--- src/rtl/alu_arbiter.sv ---
// rtl/alu_arbiter.sv - two-requester arbiter in front of a shared single-cycle ALU
// Optional macro ALU_ARB_FIXED_PRIO_EN selects fixed priority instead of round-robin.
module alu_arbiter #(
   parameter int W = 12
) (
   input  logic         clk,
   input  logic         rst,
   input  logic [1:0]   req_valid,
   output logic [1:0]   req_ready,
   input  logic [W-1:0] req0_a,
   input  logic [W-1:0] req0_b,
   input  logic [W-1:0] req1_a,
   input  logic [W-1:0] req1_b,
   input  logic [2:0]   req0_op,
   input  logic [2:0]   req1_op,
   output logic [W-1:0] alu_a,
   output logic [W-1:0] alu_b,
   output logic [2:0]   alu_op,
   input  logic [W-1:0] alu_z,
   input  logic         alu_cout,
   input  logic         alu_sign,
   input  logic         alu_ov,
   output logic         rsp_valid,
   input  logic         rsp_ready,
   output logic         rsp_id,
   output logic [W-1:0] rsp_z,
   output logic [2:0]   rsp_flags
);

   typedef enum logic [1:0] {IDLE, ISSUE, RESP} state_t;

   state_t     state;
   logic [1:0] grant;
   logic       grant_id;
   logic       cur_id;
   logic       handshake;

`ifndef ALU_ARB_FIXED_PRIO_EN
   logic       last_grant;
`endif

   // Grant is combinational so a lone requester is accepted in its first valid cycle.
   always_comb begin
      grant = 2'b00;
      if (req_valid == 2'b11) begin
`ifdef ALU_ARB_FIXED_PRIO_EN
         grant = 2'b01;
`else
         grant = last_grant ? 2'b01 : 2'b10;
`endif
      end else if (req_valid[0]) begin
         grant = 2'b01;
      end else if (req_valid[1]) begin
         grant = 2'b10;
      end
   end

   assign req_ready = (state == IDLE) ? grant : 2'b00;
   assign grant_id  = grant[1];
   assign handshake = |(req_valid & req_ready);

   always_ff @(posedge clk) begin
      if (rst) begin
         state     <= IDLE;
         cur_id    <= 1'b0;
         alu_a     <= '0;
         alu_b     <= '0;
         alu_op    <= 3'd0;
         rsp_valid <= 1'b0;
         rsp_id    <= 1'b0;
         rsp_z     <= '0;
         rsp_flags <= 3'b000;
`ifndef ALU_ARB_FIXED_PRIO_EN
         last_grant <= 1'b1;
`endif
      end else begin
         case (state)
            IDLE: begin
               if (handshake) begin
                  // ALU operand registers double as the operand latch and hold after issue.
                  alu_a  <= grant_id ? req1_a  : req0_a;
                  alu_b  <= grant_id ? req1_b  : req0_b;
                  alu_op <= grant_id ? req1_op : req0_op;
                  cur_id <= grant_id;
`ifndef ALU_ARB_FIXED_PRIO_EN
                  last_grant <= grant_id;
`endif
                  state  <= ISSUE;
               end
            end
            ISSUE: begin
               rsp_z     <= alu_z;
               rsp_flags <= {alu_cout, alu_sign, alu_ov};
               rsp_id    <= cur_id;
               rsp_valid <= 1'b1;
               state     <= RESP;
            end
            RESP: begin
               if (rsp_ready) begin
                  rsp_valid <= 1'b0;
                  state     <= IDLE;
               end
            end
            default: begin
               rsp_valid <= 1'b0;
               state     <= IDLE;
            end
         endcase
      end
   end

endmodule

--- config.mk ---
export PLATFORM = sky130hd
export DESIGN_NAME = alu_arbiter
export DESIGN_NICKNAME = d
export VERILOG_FILES = /design/src/rtl/alu_arbiter.sv
export SDC_FILE = /design/constraint.sdc
export NUM_CORES = 1
export LEC_CHECK = 0
export CORE_MARGIN = 2
export CORE_UTILIZATION = 39
export CTS_BUF_LIST = sky130_fd_sc_hd__clkbuf_2
export DETAILED_ROUTE_END_ITERATION = 7
export GPL_TIMING_DRIVEN = 0
export HOLD_SLACK_MARGIN = 0.08
export PLACE_DENSITY = 0.82
export SLEW_MARGIN = 5
export SYNTH_ARGS = -nofsm -noshare
export SYNTH_HDL_FRONTEND = slang
export SYNTH_SLANG_ARGS = --single-unit
export TNS_END_PERCENT = 5
--- constraint.sdc ---
create_clock -name clk -period 1.5 [get_ports clk]
set_input_delay 0.3 -clock clk [delete_from_list [all_inputs] [get_ports clk]]
set_output_delay 0.3 -clock clk [all_outputs]
set_load 0.005 [all_outputs]
**Yosys cells after proc, flatten, opt, wreduce, memory -nomap -nowiden**

Index checks and enable logic that the tools add are counted.

- Register bits after elaboration: 48
- Input bits: 74
- Output and inout bits: 46
- Word-level logic and storage cells: 35

- Equal/unequal tests: 5
- Muxes and demuxes: 13
- Bitwise gates (word level): 2
- Reduce and logical (&&, ||, !) cells: 5

Operators by type and width:

| cell | count |
|---|---|
| $mux W12 | 2 |
| $mux W2 | 7 |
| $pmux W2 S3 | 1 |
| $reduce_and A2 Y1 | 3 |
| $eq A2 B2 Y1 const B | 2 |
| $ne A2 B2 Y1 const B | 2 |
| $mux W3 | 1 |
| $pmux W1 S3 | 1 |
| $and A2 B2 Y2 | 1 |
| $eq A2 B1 Y1 const B | 1 |
| $logic_not A2 Y1 | 1 |
| $reduce_or A2 Y1 | 1 |
| $mux W1 | 1 |
| $not A1 Y1 | 1 |

**Longest topological paths before layout**

Gate-level depths: netlist (run 1).

- Word-level depth: 8
- Mapped depth: 6
- Mapped depth without buffers: 3

**Worst setup path before layout (run 1)**

Ideal clock, no wire load.

- Path kind: input port to flip-flop
- Start: input req_valid[1]
- End: register alu_a[3]
- Data arrival time: 1.235 ns
- Data required time: 1.411 ns
- Slack: 0.176 ns
- Cell stages on the path: 6
- Buffers on the path: 3
- Path through: or2_1 buf_6 and2_4 buf_6 buf_6 a311oi_2

- Cells in the longest elaborated chain, start to end: 7

Ends and longest elaborated chain:

| what | RTL line | source |
|---|---|---|
| from (decl) | 8 | `input logic [1:0] req_valid,` |
| $mux W2 | 53 | `end else if (req_valid[1]) begin` |
| $mux W2 | 51 | `end else if (req_valid[0]) begin` |
| $mux W2 | 45 | `if (req_valid == 2'b11) begin` |
| $mux W2 | 58 | `assign req_ready = (state == IDLE) ? grant : 2'b00;` |
| $and A2 B2 Y2 | 60 | `assign handshake = \|(req_valid & req_ready);` |
| $reduce_or A2 Y1 | 60 |  |
| $reduce_and A2 Y1 (no line) | n/a |  |
| to (signal assigned) | 81 | `alu_a <= grant_id ? req1_a : req0_a;` |
| to (decl) | 16 | `output logic [W-1:0] alu_a,` |

Parallel ways exist; a longest one is shown, timed or not.
A chain may end at the register's enable or synchronous reset.

**Worst setup path after layout (run 1)**

- Start: register state[0]
- End: output req_ready[0]

- Cells in the longest elaborated chain, start to end: 2

Ends and longest elaborated chain:

| what | RTL line | source |
|---|---|---|
| from (decl) | 32 | `state_t state;` |
| from (signal assigned) | 64 | `state <= IDLE;` |
| from (signal assigned) | 88 | `state <= ISSUE;` |
| from (signal assigned) | 96 | `state <= RESP;` |
| $logic_not A2 Y1 | 58 |  |
| $mux W2 | 58 |  |
| to (decl) | 9 | `output logic [1:0] req_ready,` |

No other way between the ends.

==> results.json, run 1 <==
{
  "netlist_instances": 248,
  "critPathArrivalTime_ps": 1410,
  "n_antenna_cell": 0,
  "critPathBufInv": 1,
  "drt-total-wl_mm": 6.33,
  "grt_start_max_net_pins": 17,
  "clock_sinks": 48,
  "clock-root-buffer": "clkbuf_2",
  "mostFrequentLayoutCells": "nand2_1 (86), clkdlybuf4s50_1 (70), dlygate4sd2_1 (46), dfxtp_2 (45), a21oi_1 (44)",
  "post-place-ws_ps": -974,
  "fmaxAchievable_ghz": 0.583,
  "drcViolationCount": 0,
  "worstHoldPathCells": 2,
  "finClkSkew_ps": 18.4,
  "drv_cap": 0,
  "violations": "negative setup slack",
  "worst_slew_pin_slew_ps": 746,
  "cpMaxStageDelayCell": "dfxtp_4",
  "yosys.area.top_type": "dfxtp_1",
  "whs_ps": 279,
  "drt_iter0_drc": 94,
  "p_leak_nw": 1.49,
  "layout_setup_ws_ps": -214,
  "postSynthAreaPerCell_sq_um": 8.52,
  "r2r-start": "last_grant",
  "stdcell_area_sq_um": 3540,
  "final_cell_count_no_fill": 448,
  "layout-drive-gt1-share": 0.270,
  "max-vdd-ir-drop_mv": 0.543,
  "seq_area_frac_synth": 0.455,
  "worstSetupStartpointType": "register",
  "grt_pass1_wl_mm": 10.3,
  "rows": 26,
  "crit_path_max_incr_delay_ps": 400,
  "grt_pass1_vias": 2279,
  "dieArea_sq_um": 6020,
  "drtPass1Iterations": 4,
  "min_period_over_period": 1.14,
  "insertion_delay_ps": 420,
  "post_drt_wl_per_cell_um": 14.1,
  "placed_cell_area_sq_um": 3380,
  "hold_viol": 0,
  "dieHeight_um": 77.6,
  "cellPowerDensity_nw_per_um2": 850,
  "path_clk_slew_ps": 240,
  "die_x_um": 77.6,
  "antenna_found_initial": 0,
  "final_common_cell": "nand2_1",
  "totalPowerFinal_mw": 3.01,
  "yosys-top-cells-area": "dfxtp_1 (45%), nand2_1 (15%), a311oi_2 (13%)",
  "syn-num-nets": 322,
  "gp_congestion": 0.705,
  "min_from": "rst",
  "initial_utilization": 0.409,
  "end_kind": "primary output",
  "design.core.area_sq_um": 5170,
  "r2r-end": "alu_b[10]",
  "crit_fanout": 2,
  "viasPerCell": 5.06,
  "rr_worst_depth": 5,
  "cts_tree": "yes",
  "required_ps": 1200,
  "outcome": "finished with violations",
  "grt_setup_unrepaired": "true",
  "r2r_slack_ps": 80,
  "cts-buffers-inserted": 5,
  "place_hpwl_mm": 4.57,
  "synth_top_area_frac": 0.455,
  "crit_type": "register to primary output",
  "cpLargestDelayFamily": "simple AND/OR/NAND/NOR gates",
  "worstPathCellList": "or3b_4 > nor2_1 > buf_2",
  "io_buffers": 118,
  "ioPinCount": 120,
  "fin_nets": 451,
  "htree_levels": 2,
  "min_period_ps": 1710,
  "cts.path.max_buffers": 2,
  "slew_viol_final": 0,
  "dp.cells": 436,
  "synth.distinct_cells": 20,
  "syn-cell-area_sq_um": 2110,
  "ys_warn_count": 0,
  "setup_tns_ps": -427,
  "grt_usage": 0.211,
  "min_path_type": "input port to register",
  "via_count": 2268,
  "relSlewSlack": 0.503,
  "grt-ovfl-total": 0,
  "synth_seq_cells": 48,
  "setup_viol": 2,
  "area_growth_pct": 67.5,
  "ant_nets": 0,
  "fin_util": 0.684,
  "nFillCells": 443,
  "timing.hold.worst_endpoint": "state[0]"
}
[how the worst max path moves through the flow]
stage,start,cells after the start,slack (ps),end
final,state[0],3,-210,req_ready[0]
after global placement,req_valid[1],6,-970,req_ready[1]
after floorplan,req_valid[1],6,180,alu_a[3]
after detailed placement,req_valid[1],6,-970,req_ready[1]
after CTS,state[1],3,-250,req_ready[0]
after global routing,state[1],3,-300,req_ready[0]
[cell families (layout without fill, tap and decap cells)]
group           after synthesis  after routing  share of synthesized area
buf+inv                      23            153                     0.0604
simple gates                102            102                      0.194
compound gates               75             75                      0.291
flops                        48             48                      0.455
[where the power goes]
group	switching [mW]	total, mW	internal [mW]
combinational	0.433	0.967	0.534
sequential	0.0604	1.49	1.43
clock	0.434	0.551	0.116
[cells in the mapped netlist]
| cell | count |
|---|---|
| a221o_1 | 1 |
| or2_1 | 1 |
| nor2b_1 | 4 |
| a311oi_1 | 8 |
| a22oi_1 | 1 |
| and2_4 | 1 |
| buf_2 | 6 |
| nand2b_1 | 1 |
| nor3_1 | 2 |
| nor2_1 | 6 |
| a21bo_2 | 1 |
| dfxtp_1 | 48 |
| or3b_2 | 1 |
| a311oi_2 | 19 |
| clkbuf_1 | 12 |
| a21boi_2 | 1 |
| buf_6 | 4 |
| buf_4 | 1 |
| nand2_1 | 86 |
| a21oi_1 | 44 |
[final cells by class]
class                           count  area, sq um  share of cell area
Sequential cell                    48         1020               0.290
Clock inverter                      3         23.8             0.00672
Buffer                             22          174              0.0491
Timing Repair Buffer              123         1150               0.325
Tap cell                           70         87.6              0.0247
Multi-Input combinational cell    177         1050               0.298
Clock buffer                        5         25.0             0.00707
[per-layer routing]
layer | vias to the layer above | GRT usage | wire (um)
met2 | 90 | 0.400 | 3310
li1 | 1122 | - | -
met3 | 4 | 0.0593 | 424
met5 | - | 0 | 0
met1 | 1052 | 0.229 | 2540
met4 | 0 | 0.0500 | 44
[state kept, by name (all words and copies together), names as in the netlist, 2 cells and up]
name,cells
alu_a,12
state,2
rsp_z,12
alu_op,3
alu_b,12
rsp_flags,3
[worst reg2reg max path: stages (launching register included)]
cell,delay (ps)
dfxtp_2,380
buf_4,140
a21boi_4,310
buf_6,200
nand2_1,70
a311oi_2,260
[timing repair]
action,4_1_cts,5_1_grt
pin swaps,3,2
hold endpoints to repair,0,0
buffers inserted,5,0
endpoints found under the setup margin,66,23
gates resized for setup,118,10
hold buffers,0,0
No activity file was read; power rests on OpenSTA's default activity.
==> inputs of run 2 (changes only) <==
--- a/config.mk
+++ b/config.mk
@@ -5,12 +5,12 @@
 export SDC_FILE = /design/constraint.sdc
 export NUM_CORES = 1
 export LEC_CHECK = 0
+export CORE_ASPECT_RATIO = 0.6
 export CORE_MARGIN = 2
 export CORE_UTILIZATION = 39
 export CTS_BUF_LIST = sky130_fd_sc_hd__clkbuf_2
 export DETAILED_ROUTE_END_ITERATION = 7
 export GPL_TIMING_DRIVEN = 0
-export HOLD_SLACK_MARGIN = 0.08
 export PLACE_DENSITY = 0.82
 export SLEW_MARGIN = 5
 export SYNTH_ARGS = -nofsm -noshare
==> run 2 against run 1 <==
The flow still finishes with violations (negative setup slack); final area rose by 1.7%; critical path depth did not move; clock power rose by 56%; die area rose by 0.32%; critical endpoint unchanged; sequential power barely moved; largest power group unchanged; combinational power rose by 2.3%; fmax fell by 0.77%; clock skew fell by 9.7 ps.
==> results.json, run 2 (synthesis gave the netlist of run 1 again) <==
{
  "outcome": "finished with violations",
  "violations": "negative setup slack",
  "htree_levels": 2,
  "grt-ovfl-total": 0,
  "layout_setup_ws_ps": -228,
  "cellPowerDensity_nw_per_um2": 930,
  "insertion_delay_ps": 430,
  "worstSetupStartpointType": "register",
  "cpMaxStageDelayCell": "or3b_4",
  "min_period_ps": 1730,
  "cts-buffers-inserted": 5,
  "required_ps": 1200,
  "cts.path.max_buffers": 2,
  "layout-drive-gt1-share": 0.275,
  "p_leak_nw": 1.52,
  "place_hpwl_mm": 4.77,
  "viasPerCell": 5.17,
  "via_count": 2297,
  "drtPass1Iterations": 4,
  "drt-total-wl_mm": 6.64,
  "dp.cells": 432,
  "hold_viol": 0,
  "worstPathCellList": "or3b_4 > nor2_4 > buf_2",
  "crit_path_max_incr_delay_ps": 410,
  "crit_fanout": 2,
  "critPathBufInv": 1,
  "dieArea_sq_um": 6040,
  "area_growth_pct": 70.3,
  "antenna_found_initial": 0,
  "post_drt_wl_per_cell_um": 14.9,
  "fmaxAchievable_ghz": 0.579,
  "crit_type": "register to primary output",
  "grt_pass1_vias": 2274,
  "setup_viol": 2,
  "min_period_over_period": 1.15,
  "grt_start_max_net_pins": 15,
  "grt_setup_unrepaired": "true",
  "drt_iter0_drc": 65,
  "cts_tree": "yes",
  "drv_cap": 0,
  "grt_pass1_wl_mm": 10.6,
  "dieHeight_um": 61.0,
  "fin_nets": 452,
  "critPathArrivalTime_ps": 1430,
  "worst_slew_pin_slew_ps": 681,
  "grt_usage": 0.225,
  "final_cell_count_no_fill": 444,
  "end_kind": "primary output",
  "max-vdd-ir-drop_mv": 0.475,
  "cpLargestDelayFamily": "simple AND/OR/NAND/NOR gates",
  "relSlewSlack": 0.546,
  "mostFrequentLayoutCells": "nand2_1 (86), clkdlybuf4s50_1 (70), dlygate4sd2_1 (46), dfxtp_2 (45), a21oi_1 (44)",
  "finClkSkew_ps": 8.68,
  "slew_viol_final": 0,
  "min_path_type": "input port to register",
  "ioPinCount": 120,
  "gp_congestion": 0.822,
  "drcViolationCount": 0,
  "design.core.area_sq_um": 5130,
  "n_antenna_cell": 0,
  "final_common_cell": "nand2_1",
  "clock-root-buffer": "clkbuf_2",
  "post-place-ws_ps": -983,
  "top_regs": "alu_a x12, alu_b x12, rsp_z x12",
  "die_x_um": 99.0,
  "path_clk_slew_ps": 240,
  "initial_utilization": 0.412,
  "io_buffers": 118,
  "rows": 20,
  "ant_nets": 0,
  "clock_sinks": 48
}
run 2: path summary, 6_finish.rpt:
kind / to / depth (start not counted) / slack (ps) / start
min: state[0] / 2 / 260 / rst
max reg2reg: last_grant / 4 / 30 / state[1]
max: req_ready[0] / 3 / -230 / state[1]
min reg2reg: rsp_z[0] / 2 / 470 / rsp_z[0]
run 2: report_power, final:
group          internal (mW)  total, mW  switching, mW
clock                  0.439      0.862          0.423
combinational          0.541      0.989          0.448
sequential              1.43       1.49         0.0632
total                   2.41       3.35          0.934
run 2: what timing repair did:
action / 4_1_cts / 5_1_grt
gates resized for setup: 120 / 12
buffers inserted: 5 / 1
hold buffers: 0 / 0
hold endpoints to repair: 0 / 0
setup endpoints to repair: 75 / 31
pin swaps: 4 / 10
run 2: layer usage:
layer	part of all wire	up-vias	track usage
li1	-	1121	-
met1	0.44	1066	0.281
met2	0.45	100	0.383
met3	0.098	10	0.0760
met4	0.012	0	0.0626
met5	0	-	0
run 2: final cells by class:
class,count,area [sq um]
plain buffers,22,174
clock buffers,5,25.0
clock inverters,2,60.1
fillers,418,1530
multi-input cells,177,1070
flip-flops and latches,48,1020
well taps,66,82.6
repair buffers,124,1160
run 2: metrics by stage:
step           cell area (sq um)  total power [mW]  hold slack (ps)  TNS (ps)  utilization
2_1_floorplan               2110              1.95              432         0            -
3_3_place_gp                3380              2.48              442    -13870        0.658
3_5_place_dp                3380              2.50              446    -14460        0.658
4_1_cts                     3550              3.33              232      -520        0.692
5_1_grt                     3600              3.51              270     -1290        0.701
6_report                    3600              3.35              259      -451        0.701
==> inputs of run 3 (changes only) <==
--- a/config.mk
+++ b/config.mk
@@ -5,13 +5,15 @@
 export SDC_FILE = /design/constraint.sdc
 export NUM_CORES = 1
 export LEC_CHECK = 0
+export CELL_PAD_IN_SITES_DETAIL_PLACEMENT = 0
+export CELL_PAD_IN_SITES_GLOBAL_PLACEMENT = 1
 export CORE_ASPECT_RATIO = 0.6
 export CORE_MARGIN = 2
-export CORE_UTILIZATION = 39
+export CORE_UTILIZATION = 27
 export CTS_BUF_LIST = sky130_fd_sc_hd__clkbuf_2
 export DETAILED_ROUTE_END_ITERATION = 7
 export GPL_TIMING_DRIVEN = 0
-export PLACE_DENSITY = 0.82
+export PLACE_DENSITY = 0.77
 export SLEW_MARGIN = 5
 export SYNTH_ARGS = -nofsm -noshare
 export SYNTH_HDL_FRONTEND = slang
==> run 3 against run 2 <==
The flow still finishes with violations (negative setup slack); critical path depth did not move; power grew 6.2%; register-to-register slack better by 70 ps; clock skew rose by 10 ps; via count down 4.3%; worst hold slack gained 8.6 ps; sequential share of layout area is 0.60 points lower; combinational power is 0.8% higher; cell count grew 9.0%; count of clock-buffer cells in the layout unchanged; highest routed layer unchanged.
==> results.json, run 3 (synthesis gave the netlist of run 1 again) <==
{
  "outcome": "finished with violations",
  "violations": "negative setup slack",
  "gp_congestion": 0.761,
  "grt_setup_unrepaired": "true",
  "drv_cap": 0,
  "antenna_found_initial": 0,
  "grt-ovfl-total": 0,
  "grt_pass1_wl_mm": 11.2,
  "htree_levels": 2,
  "place_hpwl_mm": 5.22,
  "required_ps": 1200,
  "worst_slew_pin_slew_ps": 727,
  "layout-drive-gt1-share": 0.276,
  "clkPwrFrac": 0.298,
  "nFillCells": 759,
  "finClkSkew_ps": 18.8,
  "via_count": 2198,
  "drt-total-wl_mm": 7.11,
  "area_growth_pct": 73.9,
  "cts_tree": "yes",
  "placed_cell_area_sq_um": 3420,
  "final_common_cell": "nand2_1",
  "crit_type": "register to primary output",
  "min_path_type": "input port to register",
  "relSlewSlack": 0.515,
  "rr_worst_depth": 6,
  "end_kind": "primary output",
  "p_comb_frac": 0.281,
  "max-vdd-ir-drop_mv": 0.498,
  "crit_end": "req_ready[0]",
  "r2r-end": "alu_a[1]",
  "r2r-start": "state[1]",
  "layout_setup_ws_ps": -225,
  "r2r_slack_ps": 100,
  "seq_area_sq_um": 1020,
  "grt_pass1_vias": 2272,
  "cts_hold_buf": 0,
  "crit_fanout": 2,
  "internal_power_mw": 2.59,
  "cellPowerDensity_nw_per_um2": 966,
  "design.core.area_sq_um": 7420,
  "seq_power_share": 0.421,
  "viasPerCell": 4.54,
  "ioPinCount": 120,
  "stdcell_area_sq_um": 3680,
  "cts.path.max_buffers": 2,
  "clock-root-buffer": "clkbuf_2",
  "critPathArrivalTime_ps": 1430,
  "min_period_over_period": 1.15,
  "p_leak_nw": 1.54,
  "n_antenna_cell": 0,
  "worstSetupStartpointType": "register",
  "crit_start": "state[1]",
  "path_clk_slew_ps": 260,
  "switching_power_mw": 0.961,
  "fmaxAchievable_ghz": 0.580,
  "post_drt_wl_per_cell_um": 14.7,
  "multi_input_area_sq_um": 1060,
  "grt_start_max_net_pins": 19,
  "swShare": 0.271,
  "min_period_ps": 1730,
  "initial_utilization": 0.285,
  "setup_viol": 2,
  "drt_iter0_drc": 74,
  "clock_sinks": 48,
  "die_x_um": 118,
  "totalPowerFinal_mw": 3.55,
  "post-place-ws_ps": -1070,
  "grt_usage": 0.165,
  "io_buffers": 118,
  "slew_viol_final": 0,
  "insertion_delay_ps": 420,
  "ant_nets": 0,
  "dieArea_sq_um": 8570,
  "cts-buffers-inserted": 5,
  "drtPass1Iterations": 4,
  "drcViolationCount": 0,
  "top_regs": "alu_a x12, alu_b x12, rsp_z x12",
  "dieHeight_um": 72.5,
  "rows": 24,
  "whs_ps": 267,
  "fin_nets": 453,
  "hold_viol": 0,
  "mostFrequentLayoutCells": "nand2_1 (86), clkdlybuf4s50_1 (70), dlygate4sd2_1 (46), dfxtp_2 (45), a21oi_1 (44)"
}
## run 3: cell types whose count changed in the layout (fill, tap and decap cells not counted)
cell       delta
nor2_4        -1
buf_8         +1
nor2_2        +1
buf_2         -1
a311oi_2      -1
buf_4         +5
clkbuf_2      -2
bufinv_16     +1
a311oi_1      +1
buf_6         -3
clkbuf_4      +1
## run 3: worst min-delay path by stage
| stage | start | end | slack, ps | cells after the start |
|---|---|---|---|---|
| floorplan | cur_id | rsp_id | 430 | 2 |
| global placement | rsp_z[5] | rsp_z[5] | 440 | 2 |
| detailed placement | rsp_z[7] | rsp_z[7] | 450 | 2 |
| CTS | rst | state[0] | 250 | 2 |
| global route | rst | state[0] | 260 | 2 |
| finish | rst | state[0] | 270 | 2 |
## run 3: critical path, stage by stage (launching register included)
cell     delay (ps)
dfxtp_4         400
or3b_4          390
nor2_2           80
buf_2           120
## run 3: final cells by class
class / instances / area share
clock inverter: 3 / 0.0245
clock buffer: 5 / 0.00681
sequential: 48 / 0.279
buffer: 21 / 0.0463
tap: 104 / 0.0354
timing repair buffer: 126 / 0.319
multi-input combinational: 177 / 0.289
## run 3: power groups by stage
stage | logic [mW] | registers (mW) | clock network [mW]
4_1_cts | 0.989 | 1.50 | 1.09
3_5_place_dp | 1.01 | 1.51 | 0
6_report | 0.997 | 1.50 | 1.06
5_1_grt | 1.09 | 1.51 | 1.12
3_3_place_gp | 0.996 | 1.51 | 0
2_1_floorplan | 0.442 | 1.51 | 0
## run 3: repair_timing
action                                 in CTS  in global routing
resized for setup                         120                 12
setup endpoints to repair                  75                 30
buffers inserted                            8                  0
pin swaps                                   4                  3
endpoints found under the hold margin       0                  0
## run 3: layer usage
layer  track usage  routed length (um)  vias to the layer above
met3        0.0566                 569                        9
met4        0.0415                  64                        0
met2         0.252                3010                       81
met5             0                   0                        -
li1              -                   -                     1123
met1         0.225                3470                      985
## run 3: per-stage QoR
stage / setup TNS (ps) / cells / utilization
2_1_floorplan: 0 / 248 / -
3_3_place_gp: -15210 / 470 / 0.462
3_5_place_dp: -15900 / 470 / 0.462
4_1_cts: -514 / 484 / 0.492
5_1_grt: -628 / 484 / 0.496
6_report: -432 / 484 / 0.496
